`config.mk`:
```
export PLATFORM = sky130hd
export DESIGN_NAME = regfile_ctx_engine_flat
export DESIGN_NICKNAME = d
export VERILOG_FILES = /design/src/rtl/cpu_pkg.sv /design/src/rtl/regfile_ctx_engine_if.sv /design/src/rtl/ctx_out_reg.sv /design/src/rtl/regfile_ctx_engine.sv /design/src/flat_wrapper.sv
export SDC_FILE = /design/constraint.sdc
export NUM_CORES = 1
export LEC_CHECK = 0
export CAP_MARGIN = 10
export CORE_MARGIN = 5
export CORE_UTILIZATION = 43
export CTS_BUF_LIST = sky130_fd_sc_hd__clkbuf_4
export CTS_CLUSTER_SIZE = 25
export DETAILED_ROUTE_END_ITERATION = 10
export PLACE_DENSITY_LB_ADDON = 0.15
export SETUP_SLACK_MARGIN = 0.2
export SYNTH_ARGS = -nofsm -noshare
export SYNTH_HDL_FRONTEND = slang
export SYNTH_SLANG_ARGS = --single-unit
```
`constraint.sdc`:
```
create_clock -name clk -period 1.65 [get_ports clk]
set_clock_uncertainty 0.05 [all_clocks]
set_input_delay 0.165 -clock clk [delete_from_list [all_inputs] [get_ports clk]]
set_output_delay 0.165 -clock clk [all_outputs]
set_load 0.01 [all_outputs]
```
`src/rtl/cpu_pkg.sv`:
```
// cpu_pkg: shared register-file geometry and context-engine state encoding
package cpu_pkg;
    localparam int RF_DATA_W = 16;
    localparam int RF_ADDR_W = 3;
    localparam int RF_NREGS  = 8;
    typedef enum logic [2:0] {IDLE, SAVE, SAVE_DRAIN, RESTORE, FINISH} ctx_state_t;
endpackage

```
`src/rtl/regfile_ctx_engine_if.sv`:
```
// regfile_ctx_engine_if: control, register-file port and save/restore streams of the context engine
interface regfile_ctx_engine_if #(
    parameter int DATA_W = cpu_pkg::RF_DATA_W,
    parameter int ADDR_W = cpu_pkg::RF_ADDR_W
);
    logic              save_req;
    logic              restore_req;
    logic              busy;
    logic              done;
    logic [ADDR_W-1:0] rf_rd_addr;
    logic [DATA_W-1:0] rf_rd_data;
    logic              rf_wr_en;
    logic [ADDR_W-1:0] rf_wr_addr;
    logic [DATA_W-1:0] rf_wr_data;
    logic              out_valid;
    logic              out_ready;
    logic [DATA_W-1:0] out_data;
    logic              out_last;
    logic              in_valid;
    logic              in_ready;
    logic [DATA_W-1:0] in_data;
    modport master (
        input  save_req, restore_req, rf_rd_data, out_ready, in_valid, in_data,
        output busy, done, rf_rd_addr, rf_wr_en, rf_wr_addr, rf_wr_data,
        output out_valid, out_data, out_last, in_ready
    );
    modport slave (
        output save_req, restore_req, rf_rd_data, out_ready, in_valid, in_data,
        input  busy, done, rf_rd_addr, rf_wr_en, rf_wr_addr, rf_wr_data,
        input  out_valid, out_data, out_last, in_ready
    );
endinterface

```
`src/rtl/ctx_out_reg.sv`:
```
// ctx_out_reg: single-entry valid/ready output register carrying data and a last flag
module ctx_out_reg #(
    parameter int DATA_W = 16
) (
    input  logic              clk,
    input  logic              rst,
    input  logic              ld,
    input  logic [DATA_W-1:0] ld_data,
    input  logic              ld_last,
    output logic              ld_rdy,
    output logic              valid,
    input  logic              ready,
    output logic [DATA_W-1:0] data,
    output logic              last
);
    assign ld_rdy = !valid || ready;
    always_ff @(posedge clk) begin
        if (rst) begin
            valid <= 1'b0;
            data  <= '0;
            last  <= 1'b0;
        end else if (ld_rdy) begin
            valid <= ld;
            if (ld) begin
                data <= ld_data;
                last <= ld_last;
            end
        end
    end
endmodule

```
`src/rtl/regfile_ctx_engine.sv`:
```
// regfile_ctx_engine: streams R0..R7 out on save and writes eight streamed words back on restore
module regfile_ctx_engine import cpu_pkg::*; #(
    parameter int DATA_W = RF_DATA_W,
    parameter int ADDR_W = RF_ADDR_W,
    parameter int NREGS  = RF_NREGS
) (
    input  logic                 clk,
    input  logic                 rst,
    regfile_ctx_engine_if.master bus
);
    localparam logic [ADDR_W:0] LAST_IDX = (ADDR_W+1)'(NREGS - 1);
    ctx_state_t      state;
    logic [ADDR_W:0] idx;
    logic            ld, ld_rdy, last_word;
    assign ld             = state == SAVE;
    assign last_word      = idx == LAST_IDX;
    assign bus.rf_rd_addr = ld ? idx[ADDR_W-1:0] : '0;
    ctx_out_reg #(.DATA_W(DATA_W)) u_out (
        .clk     (clk),
        .rst     (rst),
        .ld      (ld),
        .ld_data (bus.rf_rd_data),
        .ld_last (last_word),
        .ld_rdy  (ld_rdy),
        .valid   (bus.out_valid),
        .ready   (bus.out_ready),
        .data    (bus.out_data),
        .last    (bus.out_last)
    );
    always_ff @(posedge clk) begin
        if (rst) begin
            state          <= IDLE;
            idx            <= '0;
            bus.busy       <= 1'b0;
            bus.done       <= 1'b0;
            bus.in_ready   <= 1'b0;
            bus.rf_wr_en   <= 1'b0;
            bus.rf_wr_addr <= '0;
            bus.rf_wr_data <= '0;
        end else begin
            bus.done     <= 1'b0;
            bus.rf_wr_en <= 1'b0;
            case (state)
                IDLE: begin
                    if (bus.save_req) begin
                        state    <= SAVE;
                        idx      <= '0;
                        bus.busy <= 1'b1;
                    end else if (bus.restore_req) begin
                        state        <= RESTORE;
                        idx          <= '0;
                        bus.busy     <= 1'b1;
                        bus.in_ready <= 1'b1;
                    end
                end
                SAVE: begin
                    if (ld_rdy) begin
                        idx <= idx + 1'b1;
                        if (last_word) state <= SAVE_DRAIN;
                    end
                end
                SAVE_DRAIN: begin
                    if (bus.out_valid && bus.out_ready && bus.out_last) begin
                        state    <= FINISH;
                        bus.done <= 1'b1;
                    end
                end
                RESTORE: begin
                    if (bus.in_valid && bus.in_ready) begin
                        bus.rf_wr_en   <= 1'b1;
                        bus.rf_wr_addr <= idx[ADDR_W-1:0];
                        bus.rf_wr_data <= bus.in_data;
                        idx            <= idx + 1'b1;
                        if (last_word) begin
                            state        <= FINISH;
                            bus.done     <= 1'b1;
                            bus.in_ready <= 1'b0;
                        end
                    end
                end
                FINISH: begin
                    state    <= IDLE;
                    bus.busy <= 1'b0;
                end
                default: state <= IDLE;
            endcase
        end
    end
endmodule

```
`src/flat_wrapper.sv`:
```
// flat-port wrapper written by rule: the top's interface ports become plain ports
module regfile_ctx_engine_flat import cpu_pkg::*;
#(
    parameter int DATA_W = RF_DATA_W,
    parameter int ADDR_W = RF_ADDR_W,
    parameter int NREGS  = RF_NREGS
)
  (clk, rst, bus_save_req, bus_restore_req, bus_rf_rd_data, bus_out_ready, bus_in_valid, bus_in_data, bus_busy, bus_done, bus_rf_rd_addr, bus_rf_wr_en, bus_rf_wr_addr, bus_rf_wr_data, bus_out_valid, bus_out_data, bus_out_last, bus_in_ready);
  regfile_ctx_engine_if #(.DATA_W(DATA_W), .ADDR_W(ADDR_W)) bus_i ();
  input  logic clk;
  input  logic rst;
  input wire logic [$bits(bus_i.save_req)-1:0] bus_save_req;
  input wire logic [$bits(bus_i.restore_req)-1:0] bus_restore_req;
  input wire logic [$bits(bus_i.rf_rd_data)-1:0] bus_rf_rd_data;
  input wire logic [$bits(bus_i.out_ready)-1:0] bus_out_ready;
  input wire logic [$bits(bus_i.in_valid)-1:0] bus_in_valid;
  input wire logic [$bits(bus_i.in_data)-1:0] bus_in_data;
  output wire logic [$bits(bus_i.busy)-1:0] bus_busy;
  output wire logic [$bits(bus_i.done)-1:0] bus_done;
  output wire logic [$bits(bus_i.rf_rd_addr)-1:0] bus_rf_rd_addr;
  output wire logic [$bits(bus_i.rf_wr_en)-1:0] bus_rf_wr_en;
  output wire logic [$bits(bus_i.rf_wr_addr)-1:0] bus_rf_wr_addr;
  output wire logic [$bits(bus_i.rf_wr_data)-1:0] bus_rf_wr_data;
  output wire logic [$bits(bus_i.out_valid)-1:0] bus_out_valid;
  output wire logic [$bits(bus_i.out_data)-1:0] bus_out_data;
  output wire logic [$bits(bus_i.out_last)-1:0] bus_out_last;
  output wire logic [$bits(bus_i.in_ready)-1:0] bus_in_ready;
  assign bus_i.save_req = bus_save_req;
  assign bus_i.restore_req = bus_restore_req;
  assign bus_i.rf_rd_data = bus_rf_rd_data;
  assign bus_i.out_ready = bus_out_ready;
  assign bus_i.in_valid = bus_in_valid;
  assign bus_i.in_data = bus_in_data;
  assign bus_busy = bus_i.busy;
  assign bus_done = bus_i.done;
  assign bus_rf_rd_addr = bus_i.rf_rd_addr;
  assign bus_rf_wr_en = bus_i.rf_wr_en;
  assign bus_rf_wr_addr = bus_i.rf_wr_addr;
  assign bus_rf_wr_data = bus_i.rf_wr_data;
  assign bus_out_valid = bus_i.out_valid;
  assign bus_out_data = bus_i.out_data;
  assign bus_out_last = bus_i.out_last;
  assign bus_in_ready = bus_i.in_ready;
  regfile_ctx_engine #(.DATA_W(DATA_W), .ADDR_W(ADDR_W), .NREGS(NREGS)) u_core (.clk(clk), .rst(rst), .bus(bus_i));
endmodule
```
==> summary.txt, run 1 <==
Clock tree
  – Clk root buf: clkbuf_4
  – Clk buf depth: 2
  – Reg clk slew, reported paths: 0.14 ns
  – CTS Buf Count: 5
  – CTS tree: yes
  – CTS Sinks: 48
  – Clk Latency, worst-skew pair: 0.36 ns
  – H-tree depth: 2

Setup path
  – Worst Setup SP: u_core.state[2]
  – Crit-path max FO: 3
  – Crit end category: output pin
  – Critical register-to-register path startpoint: u_core.state[1]
  – Arrival time worst endpoint: 1.35 ns
  – Kind of critical path: reg -> out
  – Startpoint type of the worst setup path: register
  – Worst path required time: 1.43 ns

Synthesis
  – Syn_nets: 270
  – Post-synthesis compound-gate area fraction: 16.4%
  – Most frequent cell after synthesis: nand2_1
  – Synth async-reset ratio: 0%
  – Share of the synthesized area in the top cell type: 51.2%
  – Number of distinct library cells after synthesis: 34
  – Yosys reg bits: 48
  – Post-synthesis mux area share: 0%
  – Yosys Warn Count: 0
  – Cells after Synth: 231
  – Largest cells by area after synthesis: dfxtp_1, nand2_1, a21oi_1
  – Post-synthesis sequential area ratio: 51.2%
  – Synth Flop Type: dfxtp_1
  – Post-synth top area cell: dfxtp_1
  – Synth cell count leaders: nand2_1, dfxtp_1, a21oi_1
  – Simple-gate share of the synthesized area: 26.1%
  – Main combinational cell family by area after synthesis: simple AND/OR/NAND/NOR gates
  – EDFF count, synth: 0
  – Xor and xnor area share after synthesis: 0%
  – Synth Area per Inst: 8.13 um2
  – Synthesized area: 1880 um2
  – Share of synthesized cell area in full adder, half adder and majority cells: 0.666%

Placement
  – Port bufs: 81
  – Post-DP HPWL: 3.48 mm
  – Cells after DPL: 358
  – Placer congestion estimate: 0.832

Floorplanning
  – Die area: 5790 um2
  – Initial core utilization: 43.7%
  – # IOs: 82
  – Die H: 76.1 um
  – Row count: 24
  – Core Area: 4290 um2
  – Die X-Extent: 76.1 um

Power and ir drop
  – Leak: 1.42 nW
  – Worst IR Drop VDD: 524 uV
  – Power per cell area: 750 nW/um2

Job
  – Max-cap check violation count: 0

Route
  – Antenna-violating nets left: 0
  – DRC: 0
  – Via/cell ratio: 5.14
  – First-pass DRT Iterations: 4
  – First DRT Iteration DRCs: 141
  – Post-Route WL: 5.81 mm
  – Routed wire per std cell: 15.3 um
  – Vias: 1948

Timing
  – Slew HR: 79.6%
  – RSZ-0062 raised after global routing: yes
  – Fin crit period: 1.57 ns
  – Final Hold Violating Endpoints: 0
  – # setup viols final: 0
  – Tcrit/Tclk final: 95.0%
  – Max Slew Vio Count: 0
  – Fmax: 638 MHz
  – Fin Setup TNS: 0 ns
  – Worst slew pin tran: 0.305 ns

Status
  – Status: finished, final reports clean

Cells and area
  – Layout Cells excl Fill: 379
  – Share of layout cells above drive strength 1: 29.4%
  – Net count, final: 365
  – Antenna cells: 0
  – FF+latch area: 968 um2
  – Fillcell total: 305
  – Layout overhead on the synthesized area: 74.0%
  – Multi-input gate area: 1140 um2

Global route
  – All-Layer GR Usage: 17.1%
  – Initial antenna violation count: 0
  – Number of global-route vias before repair: 1632
  – Gr ovfl total: 0
  – First-pass GRT wire length: 8.21 mm
  – Global route hottest layer: met2
  – GR Layer Usage met2: 25.9%
  – Largest net degree at the start of global routing: 46
  – Grt met1 use: 22.6%
  – Grt met3 use: 6.03%

Min path
  – Min-delay src: bus_in_data[2]
  – Hold Path Class: in -> reg
-- where the power goes --
part	internal, W	total, W	switching (W)	leakage (nW)
Combinational	0.000340	0.000658	0.000318	1.00
Sequential	0.00121	0.00124	0.0000305	0.392
Clock	0.000179	0.000552	0.000372	0.0293
Total	0.00173	0.00245	0.000720	1.42
-- metal layers --
layer / wire (um) / share of wire (%) / up-vias
li1: - / - / 970
met1: 2520 / 43 / 903
met2: 2850 / 49 / 66
met3: 340 / 5.8 / 9
met4: 100 / 1.7 / 0
met5: 0 / 0 / -
-- final timing paths --
| path | endpoint | slack [ns] | cells after the start |
|---|---|---|---|
| max | bus_rf_rd_addr[2] | 0.08 | 4 |
| min | u_core.bus.rf_wr_data[2] | 0.28 | 3 |
| min reg2reg | u_core.bus.rf_wr_data[9] | 0.41 | 2 |
| max reg2reg | u_core.idx[0] | 0.10 | 6 |
-- cell families (layout without fill, tap and decap cells) --
| logic type | Yosys count | count (layout) |
|---|---|---|
| AO/OA/AOI/OAI | 54 | 54 |
| adder cells (fa/ha/maj) | 1 | 1 |
| buffers and inverters | 19 | 115 |
| flip-flops | 48 | 48 |
| AND/OR/NAND/NOR | 109 | 109 |
-- cell usage in the layout (no fill, tap or decap), types with 3 or more instances in the layout --
master	n
nand2_1	59
clkdlybuf4s50_1	37
buf_4	11
nand2b_1	4
a21oi_1	20
dfxtp_2	3
nand2_4	17
a21oi_2	17
clkbuf_4	6
nand2_2	3
nor2_1	7
dlygate4sd2_1	41
buf_12	3
buf_6	6
dfxtp_1	44
inv_1	4
-- per-stage QoR --
| stage | cell area, um2 | hold slack (ns) | power, W | utilization [%] | setup slack [ns] |
|---|---|---|---|---|---|
| finish | 3270 | 0.280 | 0.00245 | 76.1 | 0.0823 |
| global route | 3270 | 0.253 | 0.00257 | 76.1 | -0.00647 |
| CTS | 2840 | 0.263 | 0.00225 | 66.2 | 0.0673 |
| detailed placement | 2770 | 0.395 | 0.00171 | 64.5 | 0.0308 |
| global placement | 2770 | 0.390 | 0.00170 | 64.5 | 0.0596 |
| floorplan | 1880 | 0.251 | 0.00147 | - | 0.300 |
-- critical path: stages (launching register included) --
cell and delay [ns]:
dfxtp_2 0.36, nor3b_4 0.24, buf_4 0.16, and2_4 0.14, buf_6 0.10
-- timing repair --
item,4_1_cts,5_1_grt
hold buffers,0,0
cloned,0,2
gates resized for setup,66,84
endpoints found under the setup margin,49,46
pin swaps,4,42
buffers inserted,5,6
-- state kept, by name, indices dropped and copies added, names as in the netlist --
name / flops
u_core.idx: 4
u_core.bus.rf_wr_data: 16
u_core.bus.rf_wr_addr: 3
u_core.bus.in_ready: 1
u_core.u_out.data: 16
u_core.state: 3
u_core.bus.busy: 1
u_core.bus.done: 1
u_core.u_out.last: 1
u_core.u_out.valid: 1
u_core.bus.rf_wr_en: 1
-- cell type report --
| cell class | instances | area share, % |
|---|---|---|
| multi-input combinational | 164 | 35.0 |
| clock inverter | 2 | 0.345 |
| inverter | 4 | 0.459 |
| timing repair buffer | 103 | 31.2 |
| clock buffer | 6 | 1.38 |
| sequential | 48 | 29.6 |
| tap | 52 | 1.99 |
No activity file was read; power rests on OpenSTA's default activity.
==> run 2, diff against run 1 <==
Settings changed: SLEW_MARGIN set to 20.
==> results of run 2 <==
Same layout as run 1: the final DEF is identical, and so are final timing and power.
